===== config.mk =====
export PLATFORM = sky130hd
export DESIGN_NAME = usb_bus_monitor_flat
export DESIGN_NICKNAME = d
export VERILOG_FILES = /design/src/rtl/usb_bus_monitor_pkg.sv /design/src/rtl/usb_bus_monitor_if.sv /design/src/rtl/usb_bus_monitor_fifo.sv /design/src/rtl/usb_bus_monitor.sv /design/src/flat_wrapper.sv
export SDC_FILE = /design/constraint.sdc
export NUM_CORES = 1
export LEC_CHECK = 0
export ABC_AREA = 1
export CAP_MARGIN = 40
export CORE_AREA = 2 2 269 271
export DETAILED_ROUTE_END_ITERATION = 10
export DIE_AREA = 0 0 271 273
export PLACE_DENSITY = 0.75
export SYNTH_ARGS = -nofsm -noshare
export SYNTH_HDL_FRONTEND = slang
export SYNTH_SLANG_ARGS = --single-unit

===== constraint.sdc =====
create_clock -name clk48_host -period 4.8 [get_ports clk48_host]
set_clock_uncertainty 0.05 [all_clocks]
set_input_delay 0.48 -clock clk48_host [delete_from_list [all_inputs] [get_ports clk48_host]]
set_output_delay 0.48 -clock clk48_host [all_outputs]
set_load 0.01 [all_outputs]

===== src/rtl/usb_bus_monitor_pkg.sv =====
// usb_mon_pkg: shared line-state/event/FSM types and line decode helpers for the USB bus monitor.
package usb_mon_pkg;
  typedef enum logic [1:0] {LS_SE0 = 2'd0, LS_J = 2'd1, LS_K = 2'd2, LS_SE1 = 2'd3} line_state_e;
  typedef enum logic [2:0] {
    EV_SOP = 3'd0, EV_EOP = 3'd1, EV_RESET_START = 3'd2, EV_RESET_END = 3'd3, EV_ERROR = 3'd4
  } evt_code_e;
  typedef enum logic [1:0] {ST_IDLE, ST_PACKET, ST_EOP, ST_BUS_RESET} mon_state_e;
  function automatic line_state_e decode_ls(input logic dp, input logic dn, input logic low_speed);
    return (dp == dn) ? (dp ? LS_SE1 : LS_SE0) : ((dp ^ low_speed) ? LS_J : LS_K);
  endfunction
  function automatic logic [15:0] sat_inc(input logic [15:0] v);
    return (v == 16'hFFFF) ? v : v + 16'd1;
  endfunction
endpackage


===== src/rtl/usb_bus_monitor_if.sv =====
// usb_bus_monitor_if: event stream valid/ready port of the USB bus monitor.
interface usb_bus_monitor_if #(parameter int TS_WIDTH = 32);
  logic                evt_valid;
  logic                evt_ready;
  logic [2:0]          evt_code;
  logic [TS_WIDTH-1:0] evt_ts;
  logic [15:0]         evt_len;
  modport master (output evt_valid, evt_code, evt_ts, evt_len, input evt_ready);
  modport slave (input evt_valid, evt_code, evt_ts, evt_len, output evt_ready);
endinterface


===== src/rtl/usb_bus_monitor_fifo.sv =====
// usb_mon_fifo: synchronous FIFO with registered head; accepts a push while full if a pop happens the same cycle.
module usb_mon_fifo #(
  parameter int  DEPTH = 16,
  parameter type T     = logic [7:0]
) (
  input  logic clk,
  input  logic rst,
  input  logic in_valid_i,
  input  T     in_data_i,
  output logic out_valid_o,
  input  logic out_ready_i,
  output T     out_data_o,
  output logic drop_o
);
  localparam int AW = $clog2(DEPTH);
  T mem_q [DEPTH];
  T head_q;
  logic [AW-1:0] wp_q, rp_q, rp_nx;
  logic [AW:0] cnt_q;
  logic full, empty, push, pop;
  assign empty       = cnt_q == '0;
  assign full        = cnt_q == (AW+1)'(DEPTH);
  assign pop         = !empty && out_ready_i;
  assign push        = in_valid_i && (!full || pop);
  assign drop_o      = in_valid_i && !push;
  assign rp_nx       = rp_q + AW'(1);
  assign out_valid_o = !empty;
  assign out_data_o  = head_q;
  always_ff @(posedge clk) begin
    if (rst) begin
      wp_q   <= '0;
      rp_q   <= '0;
      cnt_q  <= '0;
      head_q <= '0;
    end else begin
      if (push) wp_q <= wp_q + AW'(1);
      if (pop) rp_q <= rp_nx;
      cnt_q  <= cnt_q + (AW+1)'(push) - (AW+1)'(pop);
      head_q <= (push && (empty || (pop && cnt_q == (AW+1)'(1)))) ? in_data_i :
                pop ? mem_q[rp_nx] : head_q;
    end
  end
  always_ff @(posedge clk) if (push) mem_q[wp_q] <= in_data_i;
endmodule


===== src/rtl/usb_bus_monitor.sv =====
// usb_bus_monitor: passive USB FS/LS line monitor; decodes line state, tracks framing and bus reset,
// and queues timestamped events behind a valid/ready port.
module usb_bus_monitor
  import usb_mon_pkg::*;
#(
  parameter int OVERSAMPLE = 4,
  parameter int LOW_SPEED  = 0,
  parameter int RESET_BITS = 10,
  parameter int FIFO_DEPTH = 16,
  parameter int TS_WIDTH   = 32
) (
  input  logic                     clk48_host,
  input  logic                     reset,
  input  logic                     usb_d_p,
  input  logic                     usb_d_n,
  input  logic                     enable,
  output logic [1:0]               line_state,
  output logic                     bus_reset_active,
  output logic                     overflow,
  usb_bus_monitor_if.master        evt
);
  localparam logic        LS_POL  = LOW_SPEED != 0;
  localparam logic [1:0]  J_LVL   = LS_POL ? 2'b01 : 2'b10;
  localparam logic [15:0] RST_CYC = 16'(RESET_BITS * OVERSAMPLE);
  localparam logic [15:0] EOP_MIN = 16'(OVERSAMPLE);
  localparam logic [15:0] EOP_MAX = 16'(3 * OVERSAMPLE);
  typedef struct packed {
    evt_code_e           code;
    logic [TS_WIDTH-1:0] ts;
    logic [15:0]         len;
  } evt_t;
  logic [1:0] s1_q, s2_q;
  line_state_e ls, ls_prev_q;
  mon_state_e st_q, st_d;
  logic [15:0] run_q, pkt_q, pkt_d, len;
  logic [TS_WIDTH-1:0] ts_q;
  logic chg, long_se0, fire, drop, ovf_q;
  evt_code_e code;
  evt_t ev, head;
  assign ls               = decode_ls(s2_q[1], s2_q[0], LS_POL);
  assign line_state       = ls;
  assign chg              = ls != ls_prev_q;
  assign long_se0         = ls == LS_SE0 && !chg && run_q >= RST_CYC;
  assign bus_reset_active = st_q == ST_BUS_RESET;
  assign overflow         = ovf_q;
  assign ev               = {code, ts_q, len};
  assign evt.evt_code     = head.code;
  assign evt.evt_ts       = head.ts;
  assign evt.evt_len      = head.len;
  // run_q clears one cycle after a change, so on the change cycle it still holds the ended run's length
  always_ff @(posedge clk48_host) begin
    if (reset) begin
      s1_q      <= J_LVL;
      s2_q      <= J_LVL;
      ls_prev_q <= LS_J;
      run_q     <= '0;
      pkt_q     <= '0;
      ts_q      <= '0;
      st_q      <= ST_IDLE;
      ovf_q     <= 1'b0;
    end else begin
      s1_q      <= {usb_d_p, usb_d_n};
      s2_q      <= s1_q;
      ls_prev_q <= ls;
      run_q     <= chg ? 16'd1 : sat_inc(run_q);
      pkt_q     <= pkt_d;
      ts_q      <= ts_q + TS_WIDTH'(1);
      st_q      <= st_d;
      ovf_q     <= ovf_q | drop;
    end
  end
  always_comb begin
    st_d  = st_q;
    pkt_d = pkt_q;
    fire  = 1'b0;
    code  = EV_ERROR;
    len   = '0;
    case (st_q)
      ST_IDLE: begin
        if (ls == LS_K) begin
          st_d  = ST_PACKET;
          fire  = 1'b1;
          code  = EV_SOP;
          pkt_d = 16'd1;
        end else if (long_se0) begin
          st_d = ST_BUS_RESET;
          fire = 1'b1;
          code = EV_RESET_START;
          len  = run_q;
        end else if (ls == LS_SE1 && chg) fire = 1'b1;
      end
      ST_PACKET: begin
        if (ls == LS_SE0) st_d = ST_EOP;
        else if (ls == LS_SE1) begin
          st_d = ST_IDLE;
          fire = 1'b1;
          len  = pkt_q;
        end else pkt_d = sat_inc(pkt_q);
      end
      ST_EOP: begin
        if (ls == LS_J) begin
          st_d = ST_IDLE;
          fire = 1'b1;
          code = (run_q >= EOP_MIN && run_q <= EOP_MAX) ? EV_EOP : EV_ERROR;
          len  = pkt_q;
        end else if (ls != LS_SE0) begin
          st_d = ST_IDLE;
          fire = 1'b1;
        end else if (long_se0) begin
          st_d = ST_BUS_RESET;
          fire = 1'b1;
          code = EV_RESET_START;
          len  = run_q;
        end
      end
      ST_BUS_RESET: begin
        if (ls != LS_SE0) begin
          st_d = ST_IDLE;
          fire = 1'b1;
          code = EV_RESET_END;
          len  = run_q;
        end
      end
      default: st_d = ST_IDLE;
    endcase
    if (!enable) begin
      st_d = ST_IDLE;
      fire = 1'b0;
    end
  end
  usb_mon_fifo #(.DEPTH(FIFO_DEPTH), .T(evt_t)) u_fifo (
    .clk         (clk48_host),
    .rst         (reset),
    .in_valid_i  (fire),
    .in_data_i   (ev),
    .out_valid_o (evt.evt_valid),
    .out_ready_i (evt.evt_ready),
    .out_data_o  (head),
    .drop_o      (drop)
  );
endmodule


===== src/flat_wrapper.sv =====
// flat-port wrapper written by rule: the top's interface ports become plain ports
module usb_bus_monitor_flat import usb_mon_pkg::*;
#(
  parameter int OVERSAMPLE = 4,
  parameter int LOW_SPEED  = 0,
  parameter int RESET_BITS = 10,
  parameter int FIFO_DEPTH = 16,
  parameter int TS_WIDTH   = 32
)
  (clk48_host, reset, usb_d_p, usb_d_n, enable, line_state, bus_reset_active, overflow, evt_evt_valid, evt_evt_code, evt_evt_ts, evt_evt_len, evt_evt_ready);
  usb_bus_monitor_if #(.TS_WIDTH(TS_WIDTH)) evt_i ();
  input  logic clk48_host;
  input  logic reset;
  input  logic usb_d_p;
  input  logic usb_d_n;
  input  logic enable;
  output logic [1:0] line_state;
  output logic bus_reset_active;
  output logic overflow;
  output wire logic [$bits(evt_i.evt_valid)-1:0] evt_evt_valid;
  output wire logic [$bits(evt_i.evt_code)-1:0] evt_evt_code;
  output wire logic [$bits(evt_i.evt_ts)-1:0] evt_evt_ts;
  output wire logic [$bits(evt_i.evt_len)-1:0] evt_evt_len;
  input wire logic [$bits(evt_i.evt_ready)-1:0] evt_evt_ready;
  assign evt_evt_valid = evt_i.evt_valid;
  assign evt_evt_code = evt_i.evt_code;
  assign evt_evt_ts = evt_i.evt_ts;
  assign evt_evt_len = evt_i.evt_len;
  assign evt_i.evt_ready = evt_evt_ready;
  usb_bus_monitor #(.OVERSAMPLE(OVERSAMPLE), .LOW_SPEED(LOW_SPEED), .RESET_BITS(RESET_BITS), .FIFO_DEPTH(FIFO_DEPTH), .TS_WIDTH(TS_WIDTH)) u_core (.clk48_host(clk48_host), .reset(reset), .usb_d_p(usb_d_p), .usb_d_n(usb_d_n), .enable(enable), .line_state(line_state), .bus_reset_active(bus_reset_active), .overflow(overflow), .evt(evt_i));
endmodule

== Word level (Yosys, flattened, before mapping) ==
Memories as Yosys holds them, arrays and structs flattened.
Cells that the tools add are included.
W data, S select, Z words.

* Add/sub/neg operators: 7
* Magnitude comparators: 3
* Muxes and demuxes: 48
* Bitwise logic cells: 2
* Equal/unequal tests: 19
* Reductions and logical operators: 25

{| class="wikitable"
|+ Operators with widths
! kind !! number
|-
| $mux W16 || 11
|-
| $mux W51 || 2
|-
| $pmux W16 S4 || 1
|-
| $add A16 B1 Y16 const B || 2
|-
| $add A32 B1 Y32 const B || 1
|-
| $eq A16 B16 Y1 const B || 2
|-
| $pmux W16 S2 || 1
|-
| $mux W2 || 10
|-
| $mux W3 || 6
|-
| $ge A16 B3 Y1 const B || 1
|-
| $ge A16 B6 Y1 const B || 1
|-
| $le A16 B4 Y1 const B || 1
|-
| $mux W1 || 14
|-
| $logic_and A1 B1 Y1 || 9
|-
| $pmux W3 S3 || 1
|-
| $add A4 B1 Y4 const B || 2
|-
| $eq A2 B2 Y1 const B || 4
|-
| $pmux W2 S4 || 1
|-
| $ne A2 B1 Y1 const B || 3
|-
| $ne A2 B2 Y1 const B || 3
|-
| $reduce_bool A2 Y1 || 3
|-
| $add A5 B1 Y5 || 1
|-
| $eq A5 B1 Y1 const B || 1
|-
| $eq A5 B5 Y1 const B || 1
|-
| 15 further kinds || 22
|}

* Input bits: 6
* Memories: 1
* Flip-flop bits (word level): 137
* Bits in writable memories: 816

{| class="wikitable"
|+ Memory list
! name !! depth !! width !! rd ports !! clocked after memory_dff !! write ports !! RTL line !! RTL
|-
| u_core.u_fifo.mem_q || 16 || 51 || 1 || 0 || 1 || usb_bus_monitor_fifo.sv:16 || <nowiki>T mem_q [DEPTH];</nowiki>
|}

== Logic depth before layout (Yosys ltp) ==
* Word-level depth: 15
* Gate-level depth with buffers: 21
* Gate-level depth less buffers: 21

== Cells and area by module ==
From an unflattened synthesis, not the netlist that was laid out.

* Cells, all modules: 3,981
* Area total of the unflattened synthesis: 40,765.3 µm²

{| class="wikitable"
|+ Modules (own cells, without submodules)
! module !! sequential area each (µm²) !! cells each !! times used !! area each (µm²)
|-
| usb_mon_fifo || 25,784.7 || 3,224 || 1 || 36,157.2
|-
| usb_bus_monitor || 1,461.4 || 757 || 1 || 4,608.2
|}

== Least setup slack after synthesis ==
No wires, ideal clock.

* Kind: register to register
* Start point: register u_core.s2_q[1]
* End point: memory u_core.u_fifo.mem_q[11][0] in the netlist's numbering (enable)
* Path slack: 157 ps
* Data arrival time: 4,133 ps
* Stages on the path, launching flop included: 14
* Cells stage by stage: dfxtp_1 -> inv_2 -> ha_1 -> inv_1 -> nand2_1 -> nand3_1 -> nand3_1 -> o21bai_2 -> nand2_1 -> nand2_2 -> nand3_4 -> inv_1 -> nand2_1 -> nor2_1

* Longest elaborated chain between the ends: 14
* Elaborated cells between the ends (all ways): 28
* Classes of those cells: eq/ne: 5; mux: 16; reduce/logical: 7

{| class="wikitable"
|+ RTL lines
! item !! RTL line !! RTL
|-
| start, declared || usb_bus_monitor.sv:32 || <nowiki>logic [1:0] s1_q, s2_q;</nowiki>
|-
| start signal, assigned || usb_bus_monitor.sv:63 || <nowiki>s2_q <= s1_q;</nowiki>
|-
| $mux W2 or $eq A1 B1 Y1 (tied branches) || usb_bus_monitor_pkg.sv:9 || <nowiki>return (dp == dn) ? (dp ? LS_SE1 : LS_SE0) : ((dp ^ low_speed) ? LS_J : LS_K);</nowiki>
|-
| $mux W2 (*) || usb_bus_monitor_pkg.sv:9 ||
|-
| $ne A2 B2 Y1 || usb_bus_monitor.sv:42 || <nowiki>assign chg = ls != ls_prev_q;</nowiki>
|-
| $logic_not A1 Y1 || usb_bus_monitor.sv:43 || <nowiki>assign long_se0 = ls == LS_SE0 && !chg && run_q >= RST_CYC;</nowiki>
|-
| $logic_and A1 B1 Y1 (2 in a row) || usb_bus_monitor.sv:43 ||
|-
| $mux W1 || usb_bus_monitor.sv:109 || <nowiki>end else if (long_se0) begin</nowiki>
|-
| $mux W1 || usb_bus_monitor.sv:106 || <nowiki>end else if (ls != LS_SE0) begin</nowiki>
|-
| $mux W1 || usb_bus_monitor.sv:101 || <nowiki>if (ls == LS_J) begin</nowiki>
|-
| $pmux W1 S4 (*) || usb_bus_monitor.sv:78 || <nowiki>case (st_q)</nowiki>
|-
| $mux W1 (*) || usb_bus_monitor.sv:126 || <nowiki>if (!enable) begin</nowiki>
|-
| $logic_and A1 B1 Y1 (*) || usb_bus_monitor_fifo.sv:24 || <nowiki>assign push = in_valid_i && (!full || pop);</nowiki>
|-
| $mux W1 (*) || usb_bus_monitor_fifo.sv:43 || <nowiki>always_ff @(posedge clk) if (push) mem_q[wp_q] <= in_data_i;</nowiki>
|-
| $mux W1 (not written as such) (*) || usb_bus_monitor_fifo.sv:43 ||
|-
| end, declared || usb_bus_monitor_fifo.sv:16 ||
|}

Mark *: on every way between the ends. The rest lies on a longest branch, timed or not.

== Worst setup path after layout ==
* Start point: register u_core.s2_q[1]
* End point: memory u_core.u_fifo.mem_q[6][33] in the netlist's numbering (enable)

The elaborated chain is that of the path after synthesis.

==> flow_summary.toml <==
[placement]
gp_congestion = 0.9026
placed_cells_incl_taps = 4400
io_buffers = 61
dp_hpwl_um = 54890

[setup_path]
cp.arrival_ns = 4.03
cp.required_ns = 5.09
worst_setup_path_end_kind = "flop"
worst-path-max-fanout = 17
cp-start-kind = "flop"
crit_type = "reg -> reg"
reg2regPathDepth = 12

[global_routing]
grt_pass1_wl_um = 154300
grt_pass1_vias = 26605
grt_max_degree = 218
grt_use_total = 0.2694
overflow = 0
antenna_found_initial = 0

[logic_synthesis]
synth_cells = 3543
synth-edff-count = 816
synth_nets = 3570
synthDistinctLibCells = 50
netlist.area_leader.share = 0.6229
async_flop_share = 0
synth-seq-cells = 953
ys_seq_area_frac = 0.6926
yosys-top-cells-area = "edfxtp_1, dfxtp_1, o21ai_0"
syn_area_mm2 = 0.03934
synthFlopType = "edfxtp_1"
synth.most_common_cell = "edfxtp_1"
synth_largest_area_cell = "edfxtp_1"
synth_warnings = 0
netlist_top_cells_count = "edfxtp_1, nor2_1, o21ai_0, nand2_1, o22ai_1"
avgSynthCellArea_um2 = 11.10

[sta]
rsz0062_at_grt = "no"
setup-violations-final = 0
slew_viol_final = 0
fmax_ghz = 0.2674
worst_pin_slew_ns = 1.147
max_slew_margin = 0.2355
min_period_ns = 3.740
finalCritPeriodShare = 0.7791
setup_tns_ns = 0
report.final.hold_viol_count = 0

[drt]
postRouteAntennaNets = 0
wire_per_inst_um = 21.91
vias = 27696
first_pass_iters = 5
drt_iter0_drc = 3509
vias_per_cell = 6.054
route.detailed.drc = 0
wl_um = 100200

[clock_network]
clk_latency_ns = 0.65
cts_setup_buffers = 0
cts.hold.buffers_added = 0
clk_path_buf_depth = 3
clk_pin_slew_ns = 0.06
cts_resized = 0
cts_root_buf = "clkbuf_16"
cts_sinks = 953
cts_tree = "built"
cts.htree.levels = 3
numCtsBuffers = 95

[power]
p_per_area_mw_per_mm2 = 508.6
ir_drop_mv = 0.4553
power.leakage_nw = 15.73

[finish]
antennaDiodeCount = 0
final_cells = 4575
fin_nets = 3574
final_util = 0.6222
drive_gt1_frac = 0.07034
syn2layout_area_growth_pct = 12.30

[floorplanning]
die_area_mm2 = 0.07398
ioPinCount = 62
start_util = 0.5541
rows = 98
core_mm2 = 0.07100
die_height_um = 273
fp.dieW_um = 271

[flow_run]
drv_cap = 0

[run_status]
status = "complete, no violations"

[hold_path]
hold_depth = 3
hp-class = "in -> reg"
==> kinds of logic after synthesis <==
family / Yosys count / share of synthesized area
adder cells (fa/ha/maj): 21 / 0.006870
flip-flops: 953 / 0.6926
XOR/XNOR: 13 / 0.003085
AND/OR/NAND/NOR: 1238 / 0.1269
buffers and inverters: 398 / 0.04090
AO/OA/AOI/OAI: 920 / 0.1296
==> worst max-delay path, stage by stage (launching register included) <==
cell and delay (ns):
dfxtp_1 0.51, inv_2 0.11, ha_1 0.33, nor2_2 0.38
inv_2 0.20, nand2_1 0.11, inv_1 0.06, nand2_2 0.12
nand3_4 0.16, inv_1 0.17, nand2_1 0.25, nor2_4 0.63
buf_4 0.34
==> worst paths after layout <==
path | from | endpoint | slack, ns
worst max-delay path | u_core.s2_q[1]$_SDFF_PP1_ | u_core.u_fifo.mem_q[6][33]$_DFFE_PP_ | 1.06
worst min-delay path | usb_d_n | u_core.s1_q[0]$_SDFF_PP0_ | 0.32
worst max register to register | u_core.s2_q[1]$_SDFF_PP1_ | u_core.u_fifo.mem_q[6][33]$_DFFE_PP_ | 1.06
worst min register to register | u_core.s1_q[1]$_SDFF_PP1_ | u_core.s2_q[1]$_SDFF_PP1_ | 0.37
==> where the power goes <==
part,switching [W],total (W),internal [W]
clock network,0.00306,0.00723,0.00417
logic,0.00398,0.00596,0.00199
registers,0.000200,0.00928,0.00908
==> stage by stage <==
step | setup WS (ns) | total power [W] | cell area (um^2) | hold WS (ns)
finish | 1.060 | 0.02247 | 44180 | 0.3160
global route | 0.7447 | 0.02344 | 44180 | 0.3351
CTS | 1.032 | 0.02244 | 44180 | 0.2926
detailed placement | 1.091 | 0.01525 | 41150 | 0.3480
global placement | 1.193 | 0.01511 | 41040 | 0.3533
floorplan | 0.1569 | 0.01327 | 39340 | 0.3383
==> per-layer routing <==
layer | vias to the layer above | global-route usage | part of all wire
li1 | 12596 | - | -
met2 | 1535 | 0.4297 | 0.47
met5 | - | 0 | 0
met3 | 216 | 0.04376 | 0.10
met1 | 13349 | 0.3786 | 0.40
met4 | 0 | 0.09436 | 0.030
==> placed cells by master (no fill, tap or decap), drive strengths merged, types with 5 or more instances in the layout <==
master and n:
o21a 42, a31oi 5, nand4 10, xor2 10
bufinv 6, o211ai 16, inv 186, o21ai 487
nor2 615, nor4 9, clkdlybuf4s50 60, a21oi 148
nor3 29, nand2 448, clkinv 36, o221ai 14
ha 20, edfxtp 816, o22ai 193, clkbuf 128
nand3 121, dfxtp 137, buf 61
==> sequential cells by signal, indices dropped and copies added (netlist names) <==
register,cells
u_core.ls_prev_q,2
u_core.s2_q,2
u_core.overflow,1
u_core.u_fifo.out_data_o,51
u_core.run_q,16
u_core.ts_q,32
u_core.pkt_q,16
u_core.u_fifo.cnt_q,5
u_core.s1_q,2
u_core.u_fifo.mem_q,816
u_core.st_q,2
u_core.u_fifo.rp_q,4
u_core.u_fifo.wp_q,4
==> final cells by class <==
type	instances	area [um^2]
clock buffer	128	2634
clock inverter	47	395.4
fill	5325	26820
inverter	184	708.2
multi-input combinational	2192	10650
sequential	953	27250
tap	950	1189
timing repair buffer	121	1354
Note: power is estimated with default switching activity, not from simulation.
